**src/rtl/instruction_encode_pkg.sv**
```systemverilog
// rtl/instruction_encode_pkg.sv - RV32I field widths, opcodes, type table and FSM states
package instruction_encode_pkg;

    localparam int OPCODE_WIDTH   = 7;
    localparam int REG_ADDR_WIDTH = 5;
    localparam int FUNC3_WIDTH    = 3;
    localparam int FUNC7_WIDTH    = 7;
    localparam int DATA_WIDTH     = 32;
    localparam int INSTR_WIDTH    = 32;

    localparam logic [OPCODE_WIDTH-1:0] OPC_LOAD   = 7'b0000011;
    localparam logic [OPCODE_WIDTH-1:0] OPC_OP_IMM = 7'b0010011;
    localparam logic [OPCODE_WIDTH-1:0] OPC_AUIPC  = 7'b0010111;
    localparam logic [OPCODE_WIDTH-1:0] OPC_STORE  = 7'b0100011;
    localparam logic [OPCODE_WIDTH-1:0] OPC_OP     = 7'b0110011;
    localparam logic [OPCODE_WIDTH-1:0] OPC_LUI    = 7'b0110111;
    localparam logic [OPCODE_WIDTH-1:0] OPC_BRANCH = 7'b1100011;
    localparam logic [OPCODE_WIDTH-1:0] OPC_JALR   = 7'b1100111;
    localparam logic [OPCODE_WIDTH-1:0] OPC_JAL    = 7'b1101111;

    localparam logic [FUNC3_WIDTH-1:0] F3_SLL     = 3'b001;
    localparam logic [FUNC3_WIDTH-1:0] F3_SRL_SRA = 3'b101;

    localparam logic [FUNC7_WIDTH-1:0] F7_ZERO = 7'h00;
    localparam logic [FUNC7_WIDTH-1:0] F7_SUB  = 7'h20;
    localparam logic [FUNC7_WIDTH-1:0] F7_SRA  = 7'h20;

    localparam logic [INSTR_WIDTH-1:0] NOP_INSTR = 32'h0000_0013;

    typedef enum logic [2:0] {
        INSTR_TYPE_R,
        INSTR_TYPE_I,
        INSTR_TYPE_S,
        INSTR_TYPE_B,
        INSTR_TYPE_U,
        INSTR_TYPE_J,
        INSTR_TYPE_INVALID
    } instr_type_t;

    typedef enum logic [1:0] {
        ST_EMPTY,
        ST_ONE,
        ST_TWO
    } fill_state_t;

    // Same table the decode stage uses, so encode stays its exact inverse.
    function automatic instr_type_t opcode_type(input logic [OPCODE_WIDTH-1:0] opcode);
        case (opcode)
            OPC_LOAD, OPC_OP_IMM, OPC_JALR: opcode_type = INSTR_TYPE_I;
            OPC_STORE:                      opcode_type = INSTR_TYPE_S;
            OPC_OP:                         opcode_type = INSTR_TYPE_R;
            OPC_BRANCH:                     opcode_type = INSTR_TYPE_B;
            OPC_LUI, OPC_AUIPC:             opcode_type = INSTR_TYPE_U;
            OPC_JAL:                        opcode_type = INSTR_TYPE_J;
            default:                        opcode_type = INSTR_TYPE_INVALID;
        endcase
    endfunction

endpackage

```
**src/rtl/instruction_encode_if.sv**
```systemverilog
// rtl/instruction_encode_if.sv - decoded-field input stream and encoded-word output stream
interface instruction_encode_if;
    import instruction_encode_pkg::*;

    logic                      in_valid;
    logic                      in_ready;
    logic [OPCODE_WIDTH-1:0]   in_opcode;
    logic [REG_ADDR_WIDTH-1:0] in_rd;
    logic [REG_ADDR_WIDTH-1:0] in_rs1;
    logic [REG_ADDR_WIDTH-1:0] in_rs2;
    logic [FUNC3_WIDTH-1:0]    in_func3;
    logic [FUNC7_WIDTH-1:0]    in_func7;
    logic [DATA_WIDTH-1:0]     in_imm;

    logic                      out_valid;
    logic                      out_ready;
    logic [INSTR_WIDTH-1:0]    out_instr;
    logic                      out_err;

    modport slave (
        input  in_valid, in_opcode, in_rd, in_rs1, in_rs2, in_func3, in_func7, in_imm,
        input  out_ready,
        output in_ready,
        output out_valid, out_instr, out_err
    );

    modport master (
        output in_valid, in_opcode, in_rd, in_rs1, in_rs2, in_func3, in_func7, in_imm,
        output out_ready,
        input  in_ready,
        input  out_valid, out_instr, out_err
    );

endinterface

```
**src/rtl/instruction_encode_instr_field_pack.sv**
```systemverilog
// rtl/instruction_encode_instr_field_pack.sv - combinational RV32I field packing and immediate range check
module instr_field_pack
    import instruction_encode_pkg::*;
(
    input  logic [OPCODE_WIDTH-1:0]   opcode,
    input  logic [REG_ADDR_WIDTH-1:0] rd,
    input  logic [REG_ADDR_WIDTH-1:0] rs1,
    input  logic [REG_ADDR_WIDTH-1:0] rs2,
    input  logic [FUNC3_WIDTH-1:0]    func3,
    input  logic [FUNC7_WIDTH-1:0]    func7,
    input  logic [DATA_WIDTH-1:0]     imm,
    output logic [INSTR_WIDTH-1:0]    word,
    output logic                      err
);

    instr_type_t            itype;
    logic                   is_shift;
    logic                   f7_alt_ok;
    logic [INSTR_WIDTH-1:0] raw;
    logic                   bad;

    assign itype     = opcode_type(opcode);
    assign is_shift  = (opcode == OPC_OP_IMM) && ((func3 == F3_SLL) || (func3 == F3_SRL_SRA));
    assign f7_alt_ok = (func7 == F7_ZERO) || (func7 == F7_SUB);

    // "All-equal" upper bits means the immediate survives truncation and sign-extension.
    always_comb begin
        raw = NOP_INSTR;
        bad = 1'b0;
        case (itype)
            INSTR_TYPE_R: begin
                raw = {func7, rs2, rs1, func3, rd, opcode};
                bad = !f7_alt_ok;
            end
            INSTR_TYPE_I: begin
                if (is_shift) begin
                    raw = {func7, imm[4:0], rs1, func3, rd, opcode};
                    bad = (|imm[31:5]) ||
                          ((func3 == F3_SLL) ? (func7 != F7_ZERO) : !f7_alt_ok);
                end else begin
                    raw = {imm[11:0], rs1, func3, rd, opcode};
                    bad = !((&imm[31:11]) || !(|imm[31:11]));
                end
            end
            INSTR_TYPE_S: begin
                raw = {imm[11:5], rs2, rs1, func3, imm[4:0], opcode};
                bad = !((&imm[31:11]) || !(|imm[31:11]));
            end
            INSTR_TYPE_B: begin
                raw = {imm[12], imm[10:5], rs2, rs1, func3, imm[4:1], imm[11], opcode};
                bad = !((&imm[31:12]) || !(|imm[31:12])) || imm[0];
            end
            INSTR_TYPE_U: begin
                raw = {imm[31:12], rd, opcode};
                bad = |imm[11:0];
            end
            INSTR_TYPE_J: begin
                raw = {imm[20], imm[10:1], imm[11], imm[19:12], rd, opcode};
                bad = !((&imm[31:20]) || !(|imm[31:20])) || imm[0];
            end
            default: begin
                raw = NOP_INSTR;
                bad = 1'b1;
            end
        endcase
    end

    assign word = bad ? NOP_INSTR : raw;
    assign err  = bad;

endmodule

```
**src/rtl/instruction_encode.sv**
```systemverilog
// rtl/instruction_encode.sv - valid/ready RV32I encoder with output stage, skid register and counters
module instruction_encode
    import instruction_encode_pkg::*;
#(
    parameter int CNT_WIDTH     = 16,
    parameter int ERR_CNT_WIDTH = 8
) (
    input  logic                     clk,
    input  logic                     rst,
    instruction_encode_if.slave      bus,
    output logic [CNT_WIDTH-1:0]     enc_count,
    output logic [ERR_CNT_WIDTH-1:0] err_count
);

    logic [INSTR_WIDTH-1:0] enc_word;
    logic                   enc_err;

    instr_field_pack u_pack (
        .opcode (bus.in_opcode),
        .rd     (bus.in_rd),
        .rs1    (bus.in_rs1),
        .rs2    (bus.in_rs2),
        .func3  (bus.in_func3),
        .func7  (bus.in_func7),
        .imm    (bus.in_imm),
        .word   (enc_word),
        .err    (enc_err)
    );

    fill_state_t            state;
    logic                   in_ready_q;
    logic                   out_valid_q;
    logic [INSTR_WIDTH-1:0] out_instr_q;
    logic                   out_err_q;
    logic [INSTR_WIDTH-1:0] skid_instr;
    logic                   skid_err;

    logic in_xfer;
    logic out_xfer;

    assign in_xfer  = bus.in_valid && in_ready_q;
    assign out_xfer = out_valid_q && bus.out_ready;

    assign bus.in_ready  = in_ready_q;
    assign bus.out_valid = out_valid_q;
    assign bus.out_instr = out_instr_q;
    assign bus.out_err   = out_err_q;

    // in_ready is registered as (next state != TWO), so it never depends on out_ready.
    always_ff @(posedge clk or posedge rst) begin
        if (rst) begin
            state       <= ST_EMPTY;
            in_ready_q  <= 1'b1;
            out_valid_q <= 1'b0;
            out_instr_q <= '0;
            out_err_q   <= 1'b0;
            skid_instr  <= '0;
            skid_err    <= 1'b0;
            enc_count   <= '0;
            err_count   <= '0;
        end else begin
            case (state)
                ST_EMPTY: begin
                    if (in_xfer) begin
                        out_instr_q <= enc_word;
                        out_err_q   <= enc_err;
                        out_valid_q <= 1'b1;
                        state       <= ST_ONE;
                    end
                end
                ST_ONE: begin
                    if (in_xfer && !out_xfer) begin
                        skid_instr <= enc_word;
                        skid_err   <= enc_err;
                        in_ready_q <= 1'b0;
                        state      <= ST_TWO;
                    end else if (in_xfer) begin
                        out_instr_q <= enc_word;
                        out_err_q   <= enc_err;
                    end else if (out_xfer) begin
                        out_valid_q <= 1'b0;
                        state       <= ST_EMPTY;
                    end
                end
                ST_TWO: begin
                    if (out_xfer) begin
                        out_instr_q <= skid_instr;
                        out_err_q   <= skid_err;
                        in_ready_q  <= 1'b1;
                        state       <= ST_ONE;
                    end
                end
                default: begin
                    state       <= ST_EMPTY;
                    in_ready_q  <= 1'b1;
                    out_valid_q <= 1'b0;
                end
            endcase

            if (in_xfer) begin
                enc_count <= enc_count + 1'b1;
                if (enc_err && !(&err_count)) begin
                    err_count <= err_count + 1'b1;
                end
            end
        end
    end

endmodule

```
**src/flat_wrapper.sv**
```systemverilog
// flat-port wrapper written by rule: the top's interface ports become plain ports
module instruction_encode_flat import instruction_encode_pkg::*;
#(
    parameter int CNT_WIDTH     = 16,
    parameter int ERR_CNT_WIDTH = 8
)
  (clk, rst, enc_count, err_count, bus_in_valid, bus_in_opcode, bus_in_rd, bus_in_rs1, bus_in_rs2, bus_in_func3, bus_in_func7, bus_in_imm, bus_out_ready, bus_in_ready, bus_out_valid, bus_out_instr, bus_out_err);
  instruction_encode_if bus_i ();
  input  logic clk;
  input  logic rst;
  output logic [CNT_WIDTH-1:0] enc_count;
  output logic [ERR_CNT_WIDTH-1:0] err_count;
  input wire logic [$bits(bus_i.in_valid)-1:0] bus_in_valid;
  input wire logic [$bits(bus_i.in_opcode)-1:0] bus_in_opcode;
  input wire logic [$bits(bus_i.in_rd)-1:0] bus_in_rd;
  input wire logic [$bits(bus_i.in_rs1)-1:0] bus_in_rs1;
  input wire logic [$bits(bus_i.in_rs2)-1:0] bus_in_rs2;
  input wire logic [$bits(bus_i.in_func3)-1:0] bus_in_func3;
  input wire logic [$bits(bus_i.in_func7)-1:0] bus_in_func7;
  input wire logic [$bits(bus_i.in_imm)-1:0] bus_in_imm;
  input wire logic [$bits(bus_i.out_ready)-1:0] bus_out_ready;
  output wire logic [$bits(bus_i.in_ready)-1:0] bus_in_ready;
  output wire logic [$bits(bus_i.out_valid)-1:0] bus_out_valid;
  output wire logic [$bits(bus_i.out_instr)-1:0] bus_out_instr;
  output wire logic [$bits(bus_i.out_err)-1:0] bus_out_err;
  assign bus_i.in_valid = bus_in_valid;
  assign bus_i.in_opcode = bus_in_opcode;
  assign bus_i.in_rd = bus_in_rd;
  assign bus_i.in_rs1 = bus_in_rs1;
  assign bus_i.in_rs2 = bus_in_rs2;
  assign bus_i.in_func3 = bus_in_func3;
  assign bus_i.in_func7 = bus_in_func7;
  assign bus_i.in_imm = bus_in_imm;
  assign bus_i.out_ready = bus_out_ready;
  assign bus_in_ready = bus_i.in_ready;
  assign bus_out_valid = bus_i.out_valid;
  assign bus_out_instr = bus_i.out_instr;
  assign bus_out_err = bus_i.out_err;
  instruction_encode #(.CNT_WIDTH(CNT_WIDTH), .ERR_CNT_WIDTH(ERR_CNT_WIDTH)) u_core (.clk(clk), .rst(rst), .bus(bus_i), .enc_count(enc_count), .err_count(err_count));
endmodule
```
**config.mk**
```make
export PLATFORM = sky130hd
export DESIGN_NAME = instruction_encode_flat
export DESIGN_NICKNAME = d
export VERILOG_FILES = /design/src/rtl/instruction_encode_pkg.sv /design/src/rtl/instruction_encode_if.sv /design/src/rtl/instruction_encode_instr_field_pack.sv /design/src/rtl/instruction_encode.sv /design/src/flat_wrapper.sv
export SDC_FILE = /design/constraint.sdc
export NUM_CORES = 1
export LEC_CHECK = 0
export CAP_MARGIN = 20
export CORE_MARGIN = 1.5
export CORE_UTILIZATION = 25
export DETAILED_ROUTE_END_ITERATION = 8
export GPL_TIMING_DRIVEN = 0
export HOLD_SLACK_MARGIN = 0.03
export PLACE_DENSITY = 0.49
export SYNTH_ARGS = -nofsm -noshare
export SYNTH_HDL_FRONTEND = slang
export SYNTH_SLANG_ARGS = --single-unit
```
**constraint.sdc**
```tcl
create_clock -name clk -period 3.1 [get_ports clk]
set_input_delay 0.31 -clock clk [delete_from_list [all_inputs] [get_ports clk]]
set_output_delay 0.31 -clock clk [all_outputs]
set_load 0.05 [all_outputs]
```
## Word-level counts from Yosys, hierarchy flattened

Index checks and enable logic that the tools add are counted.

- Register bits: 94
- Bits of input ports: 68
- Output and inout port bits: 59
- Logic and storage cells: 113

- Add/subtract/negate cells: 2
- Eq/ne operators: 27
- Muxes and demuxes: 29
- Bitwise logic cells: 2
- Reduce and logical (&&, ||, !) cells: 44

Operators with widths:

| cell | count |
|---|---|
| one-hot mux 32 bit (6 select lines) | 1 |
| two-way mux 32 bit | 5 |
| one-hot mux 32 bit (3 select lines) | 1 |
| == test 7 x 6 -> 1 bit (second input constant) | 4 |
| OR reduction 27 bit | 1 |
| OR reduction 12 bit | 2 |
| == test 7 bit (second input constant) | 3 |
| AND reduction 21 bit | 1 |
| OR reduction 21 bit | 1 |
| AND reduction 20 bit | 1 |
| OR reduction 20 bit | 1 |
| one-hot mux 3 bit (6 select lines) | 1 |
| adder 16 x 1 -> 16 bit (second input constant) | 1 |
| == test 7 x 5 -> 1 bit (second input constant) | 2 |
| AND reduction 12 bit | 1 |
| two-way mux 1 bit | 11 |
| two-way mux 2 bit | 5 |
| == test 3 bit (second input constant) | 3 |
| logical NOT 1 bit | 9 |
| one-hot mux 1 bit (3 select lines) | 3 |
| adder 8 x 1 -> 8 bit (second input constant) | 1 |
| logical OR 1 bit | 8 |
| inequality test 2 x 1 -> 1 bit (second input constant) | 4 |
| AND reduction 8 bit | 1 |
| 23 further kinds | 33 |

## Logic depth before layout (Yosys ltp)

- Depth after elaboration: 11
- Mapped depth: 11
- Gate-level depth less buffers: 7

## Modules after synthesis

Synthesis repeated with hierarchy kept, for this count alone.

- Cells, all modules: 504
- Area total of the unflattened synthesis: 5439.0 µm²

By module, submodules not included:

| module | instances | cells an instance | area each (µm²) | sequential area each (µm²) |
|---|---|---|---|---|
| instruction_encode | 1 | 335 | 4179.0 | 2353.5 |
| instr_field_pack | 1 | 169 | 1260.0 | 0.0 |

## Worst setup path after synthesis

No wires, ideal clock.

- Path kind: reg2reg
- Start: register u_core.out_valid_q (netlist: u_core.bus.out_valid)
- End: register u_core.out_instr_q[3] (netlist: u_core.bus.out_instr[3])
- Data arrival time: 2.117 ns
- Data required time: 2.958 ns
- Path slack: 0.841 ns
- Stages on the path, launching flop included: 8
- Period minus slack after synthesis: 2.259 ns
- Path through: dfrtp_1 -> nand2_1 -> mux2_2 -> nor2_1 -> a31o_2 -> clkbuf_1 -> clkbuf_1 -> a31oi_1

- Cells in the longest elaborated chain, start to end: 5
- Elaborated cells between the ends (all ways): 6
- Classes of those cells: eq/ne (2); reduce/logical (4)

RTL lines:

| element | line | text |
|---|---|---|
| from (decl) | instruction_encode.sv:32 | `logic out_valid_q;` |
| from (signal assigned) | instruction_encode.sv:54 | `out_valid_q <= 1'b0;` |
| from (signal assigned) | instruction_encode.sv:67 | `out_valid_q <= 1'b1;` |
| from (signal assigned) | instruction_encode.sv:81 | `out_valid_q <= 1'b0;` |
| logical AND 1 bit (*) | instruction_encode.sv:42 | `assign out_xfer = out_valid_q && bus.out_ready;` |
| logical NOT 1 bit | instruction_encode.sv:72 | `if (in_xfer && !out_xfer) begin` |
| logical AND 1 bit | instruction_encode.sv:72 |  |
| inequality test 2 bit (no line) | - |  |
| AND reduction 3 bit (no line) (*) | - |  |
| to (signal assigned) | instruction_encode.sv:65 | `out_instr_q <= enc_word;` |
| to (signal assigned) | instruction_encode.sv:78 | `out_instr_q <= enc_word;` |
| to (signal assigned) | instruction_encode.sv:87 | `out_instr_q <= skid_instr;` |
| to (decl) | instruction_encode.sv:33 | `logic [INSTR_WIDTH-1:0] out_instr_q;` |

Mark *: on every way between the ends. The rest lies on a longest branch, timed or not.
A chain may end at the register's enable or synchronous reset.

## Worst setup path after layout

- Start: input port bus_in_opcode[6]
- End: register u_core.out_instr_q[25] (netlist: u_core.bus.out_instr[25])

- Cells in the longest elaborated chain, start to end: 9
- Elaborated cells between the ends (all ways): 27
- Classes of those cells: eq/ne (14); mux (9); reduce/logical (4)

RTL lines:

| element | line | text |
|---|---|---|
| from (decl) | flat_wrapper.sv:14 | `input wire logic [$bits(bus_i.in_opcode)-1:0] bus_in_opcode;` |
| == test 7 x 5 -> 1 bit (tied with other cells) | instruction_encode_pkg.sv:48, instruction_encode_instr_field_pack.sv:23 |  |
| OR reduction 3 bit / OR reduction 2 bit (equally long branches) | instruction_encode_pkg.sv:48 | `case (opcode)` |
| one-hot mux 3 bit (6 select lines) | instruction_encode_pkg.sv:48 |  |
| == test 3 bit (tied with other cells) | instruction_encode_instr_field_pack.sv:30 | `case (itype)` |
| one-hot mux 32 bit (6 select lines) / one-hot mux 1 bit (6 select lines) (equally long branches) | instruction_encode_instr_field_pack.sv:30 |  |
| two-way mux 32 bit (*) | instruction_encode_instr_field_pack.sv:68 | `assign word = bad ? NOP_INSTR : raw;` |
| two-way mux 32 bit (*) | instruction_encode.sv:64, instruction_encode.sv:77 |  |
| two-way mux 32 bit | instruction_encode.sv:72 |  |
| one-hot mux 32 bit (3 select lines) (*) | instruction_encode.sv:62 | `case (state)` |

Mark *: on every way between the ends. The rest lies on a longest branch, timed or not. The select of a mux whose other input is x is not followed.

==> results.py <==
metrics = {
    "global_route": {
        "grt-ovfl-total": 0,
        "grt_antenna_before_repair": 0,
        "grt_max_degree": 63,
        "grt_pass1_wl_mm": 25.90,
        "grt_pass1_vias": 4577,
        "grtUsageTotal": 0.1677,
    },
    "critical_path": {
        "worst_path_largest_cell_delay_ps": 650,
        "path_buf_inv": 2,
        "crit_type": "in -> reg",
        "crit_chain": "clkdlybuf4s50_1, clkbuf_1, nor3_1, o21ai_0, o211ai_1, a222oi_1, nor2_1, a221oi_1, nor2_1",
        "required_ps": 3330,
        "path_max_fanout": 10,
        "reg2regPathDepth": 7,
        "end_kind": "register",
        "cpMostUsedCell": "nor2_1",
        "cp-startpoint": "bus_in_opcode[6]",
        "reg2reg_slack_ps": 510,
        "r2r_end": "u_core.bus.out_instr[3]",
        "cpLargestDelayFamily": "compound AO/OA/AOI/OAI gates",
        "critPathLaunchType": "input port",
        "r2r-start": "u_core.bus.in_ready",
        "slowest_stage": "a222oi_1",
        "arrival_ps": 3200,
    },
    "synth": {
        "ys.warnings.count": 0,
        "synth.area.top_cells": "dfrtp_1 (48%), nand2_1 (6.0%), nor2_1 (4.0%)",
        "synth_top_area_share": 0.4795,
        "yosysUniqueCellTypes": 60,
        "netlist_area_sq_um": 4853,
        "synth_top_area_cell": "dfrtp_1",
        "async_flop_share": 1.000,
        "ys.flop_type": "dfrtp_1",
        "yosysSeqAreaShare": 0.4849,
        "synthCells": 526,
        "synth_nets": 596,
        "ys_ff_latch": 94,
        "synth_edf_count": 0,
        "syn_avg_cell_area_sq_um": 9.227,
    },
    "timing": {
        "max_freq_ghz": 0.3363,
        "fin_ws_ps": 126.5,
        "finalHoldViolCount": 0,
        "fin_crit_ps": 2974,
        "slew-limit-headroom": 0.3799,
        "fin_worst_skew_ps": 11.42,
        "setup_viol": 0,
        "worst_pin_slew_ps": 923.0,
        "tns_ps": 0,
        "worst_hold_slack_ps": 299.6,
        "rsz0062_at_grt": "no",
        "slew_violations": 0,
        "finalCritPeriodShare": 0.9592,
    },
    "clocking": {
        "cts_buffers": 9,
        "post_cts_buffers": 0,
        "max-clock-path-buffers": 2,
        "cts_root_buf": "clkbuf_16",
        "htreeDepth": 3,
        "cts_resized": 0,
        "clkLatencyLatePin_ps": 360,
        "tritoncts": "yes",
        "cts_sinks": 94,
        "cts_hold_buf": 0,
        "clk_pin_slew_worst_paths_ps": 70,
    },
    "die": {
        "io_pins": 127,
        "dieHeight_um": 142.3,
        "die_area_sq_um": 20260,
        "die_w_um": 142.3,
        "initial_core_util": 0.2569,
        "core_area_sq_um": 18890,
        "fp-row-count": 50,
    },
    "power": {
        "total_power_mw": 2.516,
        "power.density_nw_per_um2": 373.7,
        "intPower_mw": 1.902,
        "p_seq_frac": 0.487,
        "combPwrFrac": 0.083,
        "switching_share": 0.2439,
        "leakage_nw": 2.776,
        "p_clk_frac": 0.430,
        "switching_power_mw": 0.6137,
        "peakVddDrop_mv": 0.2226,
    },
    "drt": {
        "wl_per_cell_um": 17.95,
        "vias": 4664,
        "first_iter_violations": 257,
        "drc_errors": 0,
        "drtPass1Iterations": 5,
        "ant_nets": 0,
        "drt-total-wl_mm": 16.64,
        "viasPerCell": 5.031,
    },
    "min_path": {
        "min_from": "bus_in_opcode[2]",
        "min_to": "u_core.bus.out_instr[2]",
        "holdPathStages": 3,
        "min_path_type": "in -> reg",
    },
    "placed_design": {
        "dp_slack_ps": -212.6,
        "place.gp.congestion": 0.8389,
        "numPortBuffers": 124,
        "hpwl_mm": 13.02,
    },
    "finish": {
        "layout.nets": 732,
        "drive_above_1_share": 0.05997,
        "syn_to_final_growth_pct": 38.72,
        "final_util": 0.3564,
        "diodes": 0,
        "fill_cells": 1999,
    },
    "run": {
        "maxCapViolCount": 0,
    },
    "outcome": {
        "status": "completed",
    },
}
## Yosys cell counts, types with 4 or more instances
cell type	instances
a222oi_1	11
or4_1	6
inv_1	6
clkbuf_1	21
nor3_1	6
nand4_1	14
and3_1	18
buf_2	6
xor2_1	4
o21ai_0	17
o31ai_1	16
o21ai_1	20
dfrtp_1	93
a221oi_1	6
nand2b_1	7
a21oi_1	36
nand2_1	77
nand3_1	24
xnor2_1	17
nor2_1	52
mux2i_1	7
a31oi_1	4
## cell type report
| type | count | area, sq um | area share |
|---|---|---|---|
| inverters | 6 | 25.02 | 0.003717 |
| plain buffers | 31 | 146.4 | 0.02174 |
| multi-input cells | 395 | 2331 | 0.3462 |
| well taps | 260 | 325.3 | 0.04832 |
| flip-flops and latches | 94 | 2354 | 0.3496 |
| repair buffers | 125 | 1269 | 0.1884 |
| clock buffers | 11 | 242.7 | 0.03605 |
| clock inverters | 5 | 40.04 | 0.005947 |
## how the worst max path moves through the flow
stage | slack, ps | depth (start not counted) | endpoint
after global placement | -1320 | 2 | u_core.bus.out_instr[12]
after global routing | 3 | 9 | u_core.bus.out_instr[29]
after detailed placement | -210 | 9 | u_core.bus.out_instr[25]
final | 130 | 9 | u_core.bus.out_instr[25]
after CTS | 170 | 9 | u_core.bus.out_instr[25]
after floorplan | 340 | 1 | u_core.bus.out_err
## metrics by stage
step,instances,instance area [sq um]
final,927,6733
after floorplan,526,4853
after global routing,927,6733
after global placement,910,6420
after detailed placement,911,6450
after CTS,927,6733
## routing by layer
layer	routed length (um)	track usage	vias to the layer above
li1	-	-	2199
met1	7917	0.2327	2262
met2	7483	0.2616	184
met3	948	0.03600	19
met4	290	0.04992	0
met5	0	0	-
## layout by cell type, fill, tap and decap left out, drive strengths merged, types with 5 or more instances in the layout
master / Yosys / layout
a222oi: 11 / 11
dfrtp: 93 / 93
clkbuf: 21 / 32
nand2: 77 / 77
nor4: 5 / 5
mux2i: 7 / 7
a21oi: 36 / 36
inv: 6 / 10
nand4: 14 / 14
xnor2: 17 / 17
nand3: 25 / 25
a221oi: 6 / 6
clkdlybuf4s50: 0 / 124
o31ai: 16 / 16
nor2: 52 / 52
nand2b: 7 / 7
and3: 18 / 18
or4: 7 / 7
o21ai: 37 / 37
nor3: 7 / 7
buf: 10 / 11
## logic make-up (layout without fill, tap and decap cells)
logic type      after synthesis  after routing  share of synthesized area
xor+xnor                     21             21                    0.03790
fa+ha+maj                     2              2                   0.005155
flops                        94             94                     0.4849
compound gates              135            135                     0.1861
mux                          11             11                    0.02372
buf+inv                      37            178                    0.03480
simple gates                226            226                     0.2274
## state kept, by name, indices dropped and copies added, names as in the netlist
| name | flops |
|---|---|
| u_core.bus.in_ready | 1 |
| u_core.bus.out_instr | 32 |
| u_core.err_count | 8 |
| u_core.bus.out_err | 1 |
| u_core.enc_count | 16 |
| u_core.skid_err | 1 |
| u_core.state | 2 |
| u_core.skid_instr | 32 |
| u_core.bus.out_valid | 1 |
## power groups by stage
| stage | logic, mW | registers [mW] | clock network (mW) |
|---|---|---|---|
| finish | 0.208 | 1.23 | 1.08 |
| CTS | 0.210 | 1.23 | 1.12 |
| global placement | 0.204 | 1.25 | 0 |
| detailed placement | 0.209 | 1.25 | 0 |
| global route | 0.226 | 1.23 | 1.17 |
| floorplan | 0.0682 | 1.25 | 0 |
## worst reg2reg max path, stage by stage, from the launching register on
cell	delay, ps
dfstp_2	560
nand2_1	160
mux2_2	320
nor2_1	130
a31o_2	210
clkbuf_1	450
clkbuf_1	460
a31oi_1	140
Note: power is estimated with default switching activity, not from simulation.
